===== src/rtl/queue_ctrl.sv =====
// queue_ctrl: assembles serial bits into words and drives the push/pop
// strobes of an external byte queue, with overflow tracking.
module queue_ctrl #(
    parameter int DEPTH = 8,
    parameter int WORD  = 8
) (
    input  logic                     clock_1MHz,
    input  logic                     rst,
    input  logic                     data_in,
    input  logic                     write_in,
    input  logic                     dequeue_in,
    input  logic [$clog2(DEPTH):0]   q_len,
    output logic                     q_enq,
    output logic [WORD-1:0]          q_wdata,
    output logic                     q_deq,
    output logic                     status_out,
    output logic                     overflow_out
);

    localparam int CW = (WORD > 1) ? $clog2(WORD) : 1;
    localparam int LW = $clog2(DEPTH) + 1;
    localparam logic [CW-1:0] LAST = CW'(WORD - 1);
    localparam logic [LW-1:0] FULL = LW'(DEPTH);

    localparam logic [1:0] IDLE = 2'd0;
    localparam logic [1:0] RECV = 2'd1;
    localparam logic [1:0] PUSH = 2'd2;
    localparam logic [1:0] POP  = 2'd3;

    logic [1:0]      wr_s;
    logic [1:0]      dq_s;
    logic [1:0]      dt_s;
    logic            wr_d;
    logic            dq_d;
    logic            wr_stb;
    logic            dq_stb;

    logic [1:0]      state;
    logic [1:0]      state_n;
    logic [CW-1:0]   cnt;
    logic [CW-1:0]   cnt_n;
    logic [WORD-1:0] shift;
    logic [WORD-1:0] shift_n;
    logic            pending;
    logic            has_room;
    logic            word_done;

    // Two-flop synchronizers plus registered rising-edge strobes.
    always_ff @(posedge clock_1MHz or posedge rst) begin
        if (rst) begin
            wr_s   <= '0;
            dq_s   <= '0;
            dt_s   <= '0;
            wr_d   <= 1'b0;
            dq_d   <= 1'b0;
            wr_stb <= 1'b0;
            dq_stb <= 1'b0;
        end else begin
            wr_s   <= {wr_s[0], write_in};
            dq_s   <= {dq_s[0], dequeue_in};
            dt_s   <= {dt_s[0], data_in};
            wr_d   <= wr_s[1];
            dq_d   <= dq_s[1];
            wr_stb <= wr_s[1] & ~wr_d;
            dq_stb <= dq_s[1] & ~dq_d;
        end
    end

    assign has_room  = (q_len < FULL);
    assign word_done = wr_stb && (cnt == LAST);
    assign q_enq     = (state == PUSH) && has_room;
    assign q_deq     = (state == POP) && (q_len != '0);

    // Bit assembly and next-state selection; bits shift in any state.
    always_comb begin
        shift_n = shift;
        cnt_n   = cnt;
        state_n = state;
        if (wr_stb) begin
            shift_n = {shift[WORD-2:0], dt_s[1]};
            cnt_n   = word_done ? '0 : cnt + CW'(1);
        end
        if (word_done) begin
            state_n = PUSH;
        end else if (pending && (state != POP)) begin
            state_n = POP;
        end else begin
            state_n = (cnt_n == '0) ? IDLE : RECV;
        end
    end

    // FSM, shift register, pending pop request and output registers.
    always_ff @(posedge clock_1MHz or posedge rst) begin
        if (rst) begin
            state        <= IDLE;
            cnt          <= '0;
            shift        <= '0;
            pending      <= 1'b0;
            q_wdata      <= '0;
            status_out   <= 1'b0;
            overflow_out <= 1'b0;
        end else begin
            state      <= state_n;
            cnt        <= cnt_n;
            shift      <= shift_n;
            status_out <= has_room;
            if (state == POP) begin
                pending <= 1'b0;
            end else if (dq_stb) begin
                pending <= 1'b1;
            end
            if (word_done) begin
                q_wdata <= shift_n;
            end
            if ((state == PUSH) && !has_room) begin
                overflow_out <= 1'b1;
            end
        end
    end

endmodule

===== config.mk =====
export PLATFORM = sky130hd
export DESIGN_NAME = queue_ctrl
export DESIGN_NICKNAME = d
export VERILOG_FILES = /design/src/rtl/queue_ctrl.sv
export SDC_FILE = /design/constraint.sdc
export NUM_CORES = 1
export LEC_CHECK = 0
export CAP_MARGIN = 20
export CORE_MARGIN = 2
export CORE_UTILIZATION = 40
export DETAILED_ROUTE_END_ITERATION = 8
export PLACE_DENSITY = 0.73
export REMOVE_ABC_BUFFERS = 1
export SETUP_SLACK_MARGIN = 0.2
export SLEW_MARGIN = 20
export SYNTH_ARGS = -nofsm -noshare
export SYNTH_HDL_FRONTEND = slang
export SYNTH_SLANG_ARGS = --single-unit
export TNS_END_PERCENT = 10

===== constraint.sdc =====
create_clock -name clock_1MHz -period 3.1 [get_ports clock_1MHz]
set_input_delay 0.465 -clock clock_1MHz [delete_from_list [all_inputs] [get_ports clock_1MHz]]
set_output_delay 0.465 -clock clock_1MHz [all_outputs]
set_load 0.05 [all_outputs]

After elaboration in Yosys (flattened, before gate mapping)
Cells that the tools add are included.
- input bits: 9
- register bits after elaboration: 34
- output and inout port bits: 12
- word-level logic and storage cells: 41
- reduce and logical (&&, ||, !) cells: 9
- bitwise logic cells: 4
- equal/unequal tests: 4
- $add $sub $neg: 1
- multiplexer cells: 8
- order comparisons: 1
- operator list (kind ; count):
    2-to-1 mux 8 bit ; 1
    2-to-1 mux 3 bit ; 2
    logical AND 1 bit ; 5
    == test 2 bit, second input constant ; 2
    < comparator 4 bit, second input constant ; 1
    2-to-1 mux 2 bit ; 2
    nonzero test 4 bit ; 1
    adder 3 x 1 -> 3 bit, second input constant ; 1
    == test 3 bit, second input constant ; 1
    zero test 3 bit ; 1
    2-to-1 mux 1 bit ; 3
    bitwise AND 1 bit ; 2
    inequality test 2 bit, second input constant ; 1
    inverter 1 bit ; 2
    nonzero test 2 bit ; 1
    zero test 1 bit ; 1

Depth between registers and ports, before layout
Gate-level depths: netlist of run 1.
- depth after elaboration: 8
- depth in mapped cells: 5
- mapped depth without buffers: 5

Worst setup path after synthesis of run 1
OpenSTA, ideal clock, no wires.
- kind: input-to-output
- from: input port q_len[1]
- to: output port q_deq
- path slack: 1492 ps
- stages: 2
- data arrival time: 1143 ps
- path buffers: 0
- cell sequence: nor4_1 -> nor2_1
- word-level cells in the longest chain between the ends: 2
- RTL lines (item ; RTL line ; source):
    start, declared ; 12 ; input logic [$clog2(DEPTH):0] q_len,
    nonzero test 4 bit ; 72 ; assign q_deq = (state == POP) && (q_len != '0);
    logical AND 1 bit ; 72 ;
    end, declared ; 15 ; output logic q_deq,
No other way between the ends.

Final worst setup path of run 1
- from: input port q_len[3]
- to: output port q_deq
Same word-level chain as after synthesis.

==> results by group, run 1 <==
Worst setup path
  – CP Max Fanout: 3
  – Cell mode on critical path: clkdlybuf4s50_1
  – Number of cells on the worst reg-to-reg path: 4
  – Worst path cell trace: clkdlybuf4s50_1, nor4_1, nor2_1, clkdlybuf4s50_1
  – Crit-path max cell delay: 0.70 ns
  – Critical Path Slowest Stage Cell: clkdlybuf4s50_1
  – Data arrival, critical path: approximately 2.0 ns
  – Worst Setup Start Kind: input pin
  – R2r setup slk: roughly 1.6 ns
  – Capturing point of the worst reg2reg path: state[0]
  – Crit Path Class: input pin to primary output
  – Worst setup EP type: primary output
  – Critical path data required time: between 2 and 3 ns
  – FF-to-FF Start: cnt[0]

Place
  – Routability cong.: 0.729
  – Pre-CTS WS: about 0.65 ns
  – # port buffers: 20
  – Detailed-placement wirelength estimate: between 1 and 1.5 mm

Yosys
  – Netlist cell types: 17
  – Post-Synthesis Cells: 74
  – Sequential fraction of the synthesis area: 0.707
  – Yosys reg bits: 33
  – Syn avg cell area: 15.8 um2
  – Yosys warning count: 0
  – Synth Cell Area: 1170 um2

Clock tree
  – CTS root buffer: clkbuf_4
  – # H-tree levels: 2
  – Clk buf depth: 2
  – Hold_buf cts: 0
  – Cts repair resizes: 0
  – Worst-path clk slew: around 0.080 ns
  – CTS tree: yes
  – CTS sink cnt: 33
  – Worst-Skew Late Latency: 0.32 ns
  – Total CTS buffers: 5
  – Post-CTS Setup Repair Bufs: 0

Global routing
  – Gr ovfl total: 0
  – Largest net degree at the start of global routing: 34
  – Initial antenna violation count: 0
  – GRT Util Overall: 0.124
  – Vias in the first global route: 660
  – Global-route wire length before repair: 2.93 mm

Run status
  – Run status: finished clean

Route
  – Drt wl/cell: 12.7 um
  – Routed Wire Length: 1.68 mm
  – DRC errors left: 0
  – Via Count: between 600 and 700
  – Via-to-Cell Ratio: 4.92
  – DRT iter0 DRCs: 20
  – Drt pass-1 iters: 4
  – ANT nets after route: 0

Min path
  – Cell depth of the worst hold path: 0
  – Hold path endpoint: dt_s[1]
  – Worst Hold Class: register to register
  – Worst hold start: dt_s[0]

Floorplan
  – Chip Width: a little under 60 um
  – Die Area: about 3400 um2
  – Initial Util: 0.423
  – Die Ht: slightly below 60 um
  – Row count: 19
  – Placeable Area: about 2800 um2
  – Top-level I/O count: 21

Finish
  – Final Net Count: ~110
  – Most frequent cells in the layout: dfrtp_1 (33), clkdlybuf4s50_1 (20), mux2_2 (16)
  – Area grow syn2layout: 25.2%
  – Share of cells above drive strength 1: 0.248
  – Commonest non-fill, non-tap cell in the layout: dfrtp_1
  – Ant diodes: 0

STA
  – Worst-Margin Slew: around 0.50 ns
  – FMAX: between 400 and 500 MHz
  – RSZ-0062 raised after global routing: false
  – Setup TNS: 0 ns
  – Slew headroom: 0.667
  – Setup ws final: 0.663 ns
  – Count of pins over their slew limit: 0
  – Fin. Hold Viols: 0
  – Final cycle utilization of the critical path: 0.786
  – Setup Skew: 0.00605 ns
  – # setup viols final: 0
  – Period minus WS final: ~2.4 ns

Pwr
  – Leak: between 0.6 and 0.7 nW
  – Maximum VDD drop: 0.582 mV
  – Power Density: around 900 nW/um2

Flow run
  – Max Cap Viol: 0
-- per-layer routing --
| metal | up-vias | part of all wire | track usage |
|---|---|---|---|
| met3 | 6 | 0.080 | 0.0670 |
| met5 | - | 0 | 0 |
| met4 | 0 | 0.027 | 0.0797 |
| met1 | 315 | 0.44 | 0.153 |
| li1 | 308 | - | - |
| met2 | 21 | 0.45 | 0.167 |
-- flip-flops by register name, summed over array words and instances (netlist names), 2 cells and up --
| name | flops |
|---|---|
| wr_s | 2 |
| cnt | 3 |
| q_wdata | 8 |
| state | 2 |
| shift | 7 |
| dt_s | 2 |
| dq_s | 2 |
-- worst max-delay path by stage --
stage,from,to,slack [ns],depth (start not counted)
floorplan,q_len[1],q_deq,1.49,2
global route,q_len[3],q_deq,0.54,4
detailed placement,q_len[3],q_deq,0.65,4
global placement,q_len[3],q_deq,0.70,4
CTS,q_len[3],q_deq,0.65,4
finish,q_len[3],q_deq,0.66,4
-- through the flow --
step | total power [mW] | cells | utilization | hold slack, ns | area [um2]
floorplan | 0.948 | 73 | - | 0.331 | 1160
finish | 1.32 | 132 | 0.530 | 0.352 | 1460
global route | 1.41 | 132 | 0.530 | 0.366 | 1460
detailed placement | 1.10 | 125 | 0.510 | 0.336 | 1410
CTS | 1.34 | 132 | 0.530 | 0.356 | 1460
global placement | 1.09 | 125 | 0.510 | 0.332 | 1410
-- synth_stat cells --
master     instances  share of area
buf_4              1         0.0064
nor2b_1            4          0.021
inv_1              4          0.013
mux2_2            16           0.15
a21o_1             1         0.0064
and3_1             1         0.0054
nand2_2            1         0.0054
dfrtp_1           33           0.71
nor4_1             1         0.0054
nand2_1            4          0.013
o31a_1             1         0.0075
a31o_2             1         0.0075
ha_1               2          0.021
nor2_1             1         0.0032
o21a_1             1         0.0064
a221o_1            1         0.0086
o2bb2ai_1          1         0.0075
-- final cells by class --
| cell class | instances | area [um2] |
|---|---|---|
| Clock buffer | 7 | 55.1 |
| Fill cell | 253 | 1300 |
| Inverter | 4 | 15.0 |
| Sequential cell | 33 | 826 |
| Tap cell | 31 | 38.8 |
| Timing Repair Buffer | 21 | 208 |
| Multi-Input combinational cell | 36 | 319 |
-- power by group --
group	switching, mW	internal (mW)	total (mW)
Combinational	0.274	0.200	0.475
Clock	0.128	0.107	0.235
Sequential	0.0659	0.548	0.613
-- kinds of logic after synthesis --
kind of cell	Yosys count	share of synthesized area
simple gates	12	0.0536
buf+inv	5	0.0193
flops	33	0.707
fa+ha+maj	2	0.0214
compound gates	6	0.0440
mux	16	0.154
-- worst max-delay path: cells and delay by family --
family	cells	cell delay, ns
buffers and inverters	2	1.15
AND/OR/NAND/NOR	2	0.36
Power figures use the tool's default switching activity.
==> run 2: changes to the inputs <==
--- a/config.mk
+++ b/config.mk
@@ -9,7 +9,7 @@
 export CORE_MARGIN = 2
 export CORE_UTILIZATION = 40
 export DETAILED_ROUTE_END_ITERATION = 8
-export PLACE_DENSITY = 0.73
+export PLACE_DENSITY = 0.75
 export REMOVE_ABC_BUFFERS = 1
 export SETUP_SLACK_MARGIN = 0.2
 export SLEW_MARGIN = 20
==> constraint.sdc (replaced) <==
create_clock -name clock_1MHz -period 2.17 [get_ports clock_1MHz]
set_input_delay 0.3255 -clock clock_1MHz [delete_from_list [all_inputs] [get_ports clock_1MHz]]
set_output_delay 0.3255 -clock clock_1MHz [all_outputs]
set_load 0.05 [all_outputs]
==> run 2 against run 1 <==
Compared with the run above: sequential power is 43% higher; critical path depth is 3 lower; utilization is 0.82 points higher; routed wire length is 0.96% higher; first-iteration DRC count is 60% lower; global-route usage hardly changed; critical path type is now register to primary output; largest cell class unchanged.
==> results by group, run 2 (synthesized netlist as in run 1, its figures left out) <==
Finish
  – Final Net Count: 112 (unchanged)
  – Final Util: 0.538 (+0.00817)
  – Commonest non-fill, non-tap cell in the layout: dfrtp_1
  – Area grow syn2layout: 27.1%
  – Share of cells above drive strength 1: 0.284 (+0.0368)
  – Most frequent cells in the layout: dfrtp_1 (33), clkdlybuf4s50_1 (18), mux2_2 (16)
  – Max reg flops: 8 (unchanged)
  – Post-route insts no fill: 133 (+0.76%)
  – Ant diodes: 0 (unchanged)
  – Register bank with the most flops: q_wdata
  – Biggest registers after layout: q_wdata (8), shift (7), cnt (3)
  – Fin area: 1480 um2 (+1.5%)

Min path
  – Cell depth of the worst hold path: 0 (unchanged)
  – Worst Hold Class: register to register

STA
  – Worst hold slack: 0.344 ns (-0.00850 ns)
  – Fin. Hold Viols: 0 (unchanged)
  – Period minus WS final: about 1.8 ns
  – RSZ-0062 raised after global routing: false
  – Setup ws final: 0.344 ns (-0.319 ns)
  – Final cycle utilization of the critical path: 0.841
  – Slew headroom: 0.664 (-0.00287)
  – # setup viols final: 0 (unchanged)
  – FMAX: 548 MHz
  – Setup TNS: 0 ns (unchanged)
  – Worst-Margin Slew: 0.502 ns (+0.00430 ns)
  – Setup Skew: 0.0118 ns (+0.00576 ns)
  – Count of pins over their slew limit: 0 (unchanged)

Place
  – # port buffers: 20 (unchanged)
  – Pre-CTS WS: 0.517 ns (-0.138 ns)
  – Placed Instances: 125 (unchanged)
  – Placed Area: 1410 um2 (+0.53%)
  – Routability cong.: 0.725 (-0.63%)
  – Detailed-placement wirelength estimate: 1.16 mm (+2.7%)

Floorplan
  – Chip Width: 58.0 um (unchanged)
  – Top-level I/O count: 21 (unchanged)
  – Die Ht: 58.0 um (unchanged)
  – Initial Util: 0.423 (unchanged)
  – Die Area: 3370 um2 (unchanged)
  – Placeable Area: 2760 um2 (unchanged)
  – Row count: 19 (unchanged)

Worst setup path
  – Critical Path Slowest Stage Cell: clkdlybuf4s50_1
  – Crit Path Class: register to primary output
  – Worst setup EP type: primary output
  – Crit. path cell count: 1 (-3)
  – Data arrival, critical path: 1.50 ns (-0.47 ns)
  – CP bufs+invs: 1 (-1)
  – Crit path max-delay family: buffers and inverters
  – Worst Setup Start Kind: register
  – Number of cells on the worst reg-to-reg path: 4 (unchanged)
  – Critical path data required time: 1.84 ns (-0.79 ns)
  – CP Max Fanout: 2 (-1)
  – Crit-path max cell delay: 0.81 ns (+0.11 ns)
  – Worst path cell trace: clkdlybuf4s50_1

Clock tree
  – # H-tree levels: 2 (unchanged)
  – Worst-Skew Late Latency: 0.32 ns (about the same)
  – Total CTS buffers: 5 (unchanged)
  – Worst-path clk slew: 0.10 ns (+0.02 ns)
  – CTS root buffer: clkbuf_4
  – Cts repair resizes: 0 (unchanged)
  – CTS sink cnt: 33 (unchanged)
  – Post-CTS Setup Repair Bufs: 0 (unchanged)
  – CTS tree: yes
  – Clk buf depth: 2 (unchanged)
  – Hold_buf cts: 0 (unchanged)

Global routing
  – Initial antenna violation count: 0 (unchanged)
  – GRT Util Overall: 0.124 (about the same)
  – Largest net degree at the start of global routing: 34 (unchanged)
  – Gr ovfl total: 0 (unchanged)
  – Global-route wire length before repair: 2.88 mm (-1.4%)
  – Vias in the first global route: 669 (+1.4%)

Route
  – ANT nets after route: 0 (unchanged)
  – DRC errors left: 0 (unchanged)
  – Routed Wire Length: 1.69 mm (+0.96%)
  – Drt pass-1 iters: 3 (-1)
  – Drt wl/cell: 12.7 um (+0.20%)
  – Via-to-Cell Ratio: 4.89 (-0.60%)
  – Via Count: 651 (+0.15%)
  – DRT iter0 DRCs: 8 (-60%)

Pwr
  – Leak: 0.700 nW (+2.4%)
  – Maximum VDD drop: 0.882 mV (+51%)
  – Final Power: 1.94 mW (+47%)
  – Power Density: 1310 nW/um2 (+45%)

Run status
  – Run status: finished clean

Flow run
  – Max Cap Viol: 0 (unchanged)
[run 2: changes by cell type in the layout (fill, tap and decap cells not counted), sizes merged]
cell | previous run | this run
clkinv | 0 | 1
clkdlybuf4s50 | 20 | 18
buf | 1 | 3
[run 2: layout make-up]
| class | count | area, um2 |
|---|---|---|
| fillers | 240 | 1270 |
| flip-flops and latches | 33 | 826 |
| multi-input cells | 36 | 319 |
| repair buffers | 21 | 215 |
| clock buffers | 7 | 65.1 |
| well taps | 31 | 38.8 |
| inverters | 4 | 15.0 |
| clock inverters | 1 | 5.00 |
[run 2: routing by layer]
layer | GRT usage | vias to the layer above | wire [um]
li1 | - | 311 | -
met1 | 0.143 | 312 | 767
met2 | 0.179 | 23 | 780
met3 | 0.0603 | 5 | 107
met4 | 0.0897 | 0 | 37
met5 | 0 | - | 0
[run 2: worst paths after layout]
kind                       startpoint  slack (ns)         end
setup / recovery           q_wdata[2]        0.34  q_wdata[2]
hold / removal                dt_s[0]        0.34     dt_s[1]
setup reg to reg               cnt[0]        0.62    state[0]
hold reg to reg               dt_s[0]        0.34     dt_s[1]
max in group asynchronous         rst        1.51        wr_d
min in group asynchronous         rst        0.37      wr_stb
[run 2: where the power goes]
part | switching [mW] | internal [mW] | leakage, nW
Sequential | 0.0965 | 0.782 | 0.403
Combinational | 0.397 | 0.287 | 0.255
Clock | 0.193 | 0.188 | 0.0413
Total | 0.686 | 1.26 | 0.700
==> run 3: changes to the inputs <==
--- a/config.mk
+++ b/config.mk
@@ -9,7 +9,7 @@
 export CORE_MARGIN = 2
 export CORE_UTILIZATION = 40
 export DETAILED_ROUTE_END_ITERATION = 8
-export PLACE_DENSITY = 0.75
+export PLACE_DENSITY = 0.73
 export REMOVE_ABC_BUFFERS = 1
 export SETUP_SLACK_MARGIN = 0.2
 export SLEW_MARGIN = 20
==> constraint.sdc (replaced) <==
create_clock -name clock_1MHz -period 1.9 [get_ports clock_1MHz]
set_input_delay 0.285 -clock clock_1MHz [delete_from_list [all_inputs] [get_ports clock_1MHz]]
set_output_delay 0.285 -clock clock_1MHz [all_outputs]
set_load 0.05 [all_outputs]
==> run 3 against run 2 <==
Compared with the run above: via count rose by 0.92%; flip-flop and latch count stayed put; utilization shrank 0.64 points; die area did not move; sequential power is 14% higher; worst setup slack worse by 0.23 ns; final cell count is the same; non-clock buffer count did not move; sequential share of layout area is 0.66 points higher; critical path depth is the same; clock skew fell by 0.0046 ns; largest cell class unchanged; largest power group unchanged.
==> results by group, run 3 (synthesized netlist as in run 1, its figures left out) <==
Worst setup path
  – Data arrival, critical path: 1.50 ns (about the same)
  – Crit Path Class: register to primary output
  – CP bufs+invs: 1 (unchanged)
  – Crit-path max cell delay: 0.80 ns (about the same)
  – Critical Path Slowest Stage Cell: clkdlybuf4s50_1
  – Number of cells on the worst reg-to-reg path: 4 (unchanged)
  – Critical path data required time: 1.62 ns (-0.22 ns)
  – Capturing point of the worst reg2reg path: state[0]
  – R2r setup slk: 0.36 ns (-0.26 ns)
  – Worst path cell trace: clkdlybuf4s50_1
  – CP Max Fanout: 2 (unchanged)
  – Worst Setup Start Kind: register
  – Crit. path cell count: 1 (unchanged)
  – Crit path from: q_wdata[5]
  – Crit path max-delay family: buffers and inverters
  – FF-to-FF Start: cnt[0]
  – Worst setup EP type: primary output

Finish
  – Final Util: 0.532 (-0.00635)
  – Register bank with the most flops: q_wdata
  – Biggest registers after layout: q_wdata (8), shift (7), cnt (3)
  – Share of cells above drive strength 1: 0.275 (-0.00980)
  – Final Net Count: 112 (unchanged)
  – Commonest non-fill, non-tap cell in the layout: dfrtp_1
  – Area grow syn2layout: 25.6%
  – Most frequent cells in the layout: dfrtp_1 (33), mux2_2 (16), clkdlybuf4s50_1 (16)
  – Ant diodes: 0 (unchanged)
  – Max reg flops: 8 (unchanged)

Clock tree
  – CTS sink cnt: 33 (unchanged)
  – CTS tree: yes
  – Hold_buf cts: 0 (unchanged)
  – Total CTS buffers: 5 (unchanged)
  – CTS root buffer: clkbuf_4
  – # H-tree levels: 2 (unchanged)
  – Clk buf depth: 2 (unchanged)
  – Worst-Skew Late Latency: 0.33 ns (about the same)
  – Worst-path clk slew: 0.10 ns (about the same)

Floorplan
  – Placeable Area: 2760 um2 (unchanged)
  – Top-level I/O count: 21 (unchanged)
  – Die Area: 3370 um2 (unchanged)
  – Die Ht: 58.0 um (unchanged)
  – Row count: 19 (unchanged)
  – Initial Util: 0.423 (unchanged)
  – Chip Width: 58.0 um (unchanged)

STA
  – Slew headroom: 0.666 (+0.00187)
  – Setup Skew: 0.00718 ns (-0.00462 ns)
  – Worst-Margin Slew: 0.499 ns (-0.00280 ns)
  – # setup viols final: 0 (unchanged)
  – FMAX: between 500 and 600 MHz
  – Final cycle utilization of the critical path: 0.939
  – Count of pins over their slew limit: 0 (unchanged)
  – Period minus WS final: roughly 1.8 ns
  – Fin. Hold Viols: 0 (unchanged)
  – Setup TNS: 0 ns (unchanged)
  – RSZ-0062 raised after global routing: true

Min path
  – Worst Hold Class: input pin to asynchronous set/reset pin

Place
  – # port buffers: 20 (unchanged)
  – Detailed-placement wirelength estimate: 1.19 mm (+2.7%)
  – Routability cong.: 0.731 (+0.83%)

Pwr
  – Power Density: 1460 nW/um2 (+12%)
  – Maximum VDD drop: 1.14 mV (+29%)
  – Leak: 0.710 nW (+1.4%)

Global routing
  – GRT Util Overall: 0.127 (+0.00376)
  – Largest net degree at the start of global routing: 34 (unchanged)
  – Vias in the first global route: 680 (+1.6%)
  – Global-route wire length before repair: 3.03 mm (+5.0%)
  – Gr ovfl total: 0 (unchanged)
  – Initial antenna violation count: 0 (unchanged)

Route
  – DRT iter0 DRCs: 9 (+1)
  – Via Count: 657 (+0.92%)
  – Drt pass-1 iters: 3 (unchanged)
  – ANT nets after route: 0 (unchanged)
  – Routed Wire Length: 1.75 mm (+3.5%)
  – DRC errors left: 0 (unchanged)
  – Via-to-Cell Ratio: 4.94 (+0.92%)
  – Drt wl/cell: 13.2 um (+3.5%)

Run status
  – Run status: finished clean

Flow run
  – Max Cap Viol: 0 (unchanged)
## run 3: where the power goes
part / internal [mW] / leakage (nW) / total (mW) / switching (mW)
clock network: 0.141 / 0.0320 / 0.366 / 0.225
registers: 0.893 / 0.403 / 1.00 / 0.108
logic: 0.322 / 0.274 / 0.777 / 0.455
## run 3: timing repair
item,4_1_cts,5_1_grt
pin swaps,0,0
setup buffers,0,0
setup endpoints to repair,10,9
hold endpoints to repair,0,0
gates resized for setup,1,1
## run 3: layer usage
layer,track usage,vias to the layer above,share of wire
met1,0.145,318,0.42
met3,0.0670,6,0.071
met4,0.0698,0,0.025
li1,-,312,-
met2,0.193,21,0.49
met5,0,-,0
## run 3: stage by stage
step / area (um2) / power, mW / cells / setup slack [ns] / hold slack [ns]
finish: 1470 / 2.14 / 133 / 0.117 / 0.328
global route: 1470 / 2.28 / 133 / 0.0583 / 0.356
CTS: 1460 / 2.17 / 133 / 0.0973 / 0.332
detailed placement: 1410 / 1.81 / 125 / 0.307 / 0.341
global placement: 1410 / 1.78 / 125 / 0.370 / 0.333
floorplan: 1160 / 1.55 / 73 / 0.420 / 0.316
## run 3: worst max-delay path by stage
stage / endpoint / slack, ns
detailed placement: q_deq / 0.31
global placement: q_deq / 0.37
floorplan: state[0] / 0.42
CTS: q_wdata[1] / 0.1
global route: q_wdata[5] / 0.06
finish: q_wdata[5] / 0.12
## run 3: final cells by class
type	count	area, um2
inverter	4	15.0
clock inverter	2	10.0
tap	31	38.8
fill	248	1290
clock buffer	6	41.3
sequential	33	826
timing repair buffer	21	216
multi-input combinational	36	319
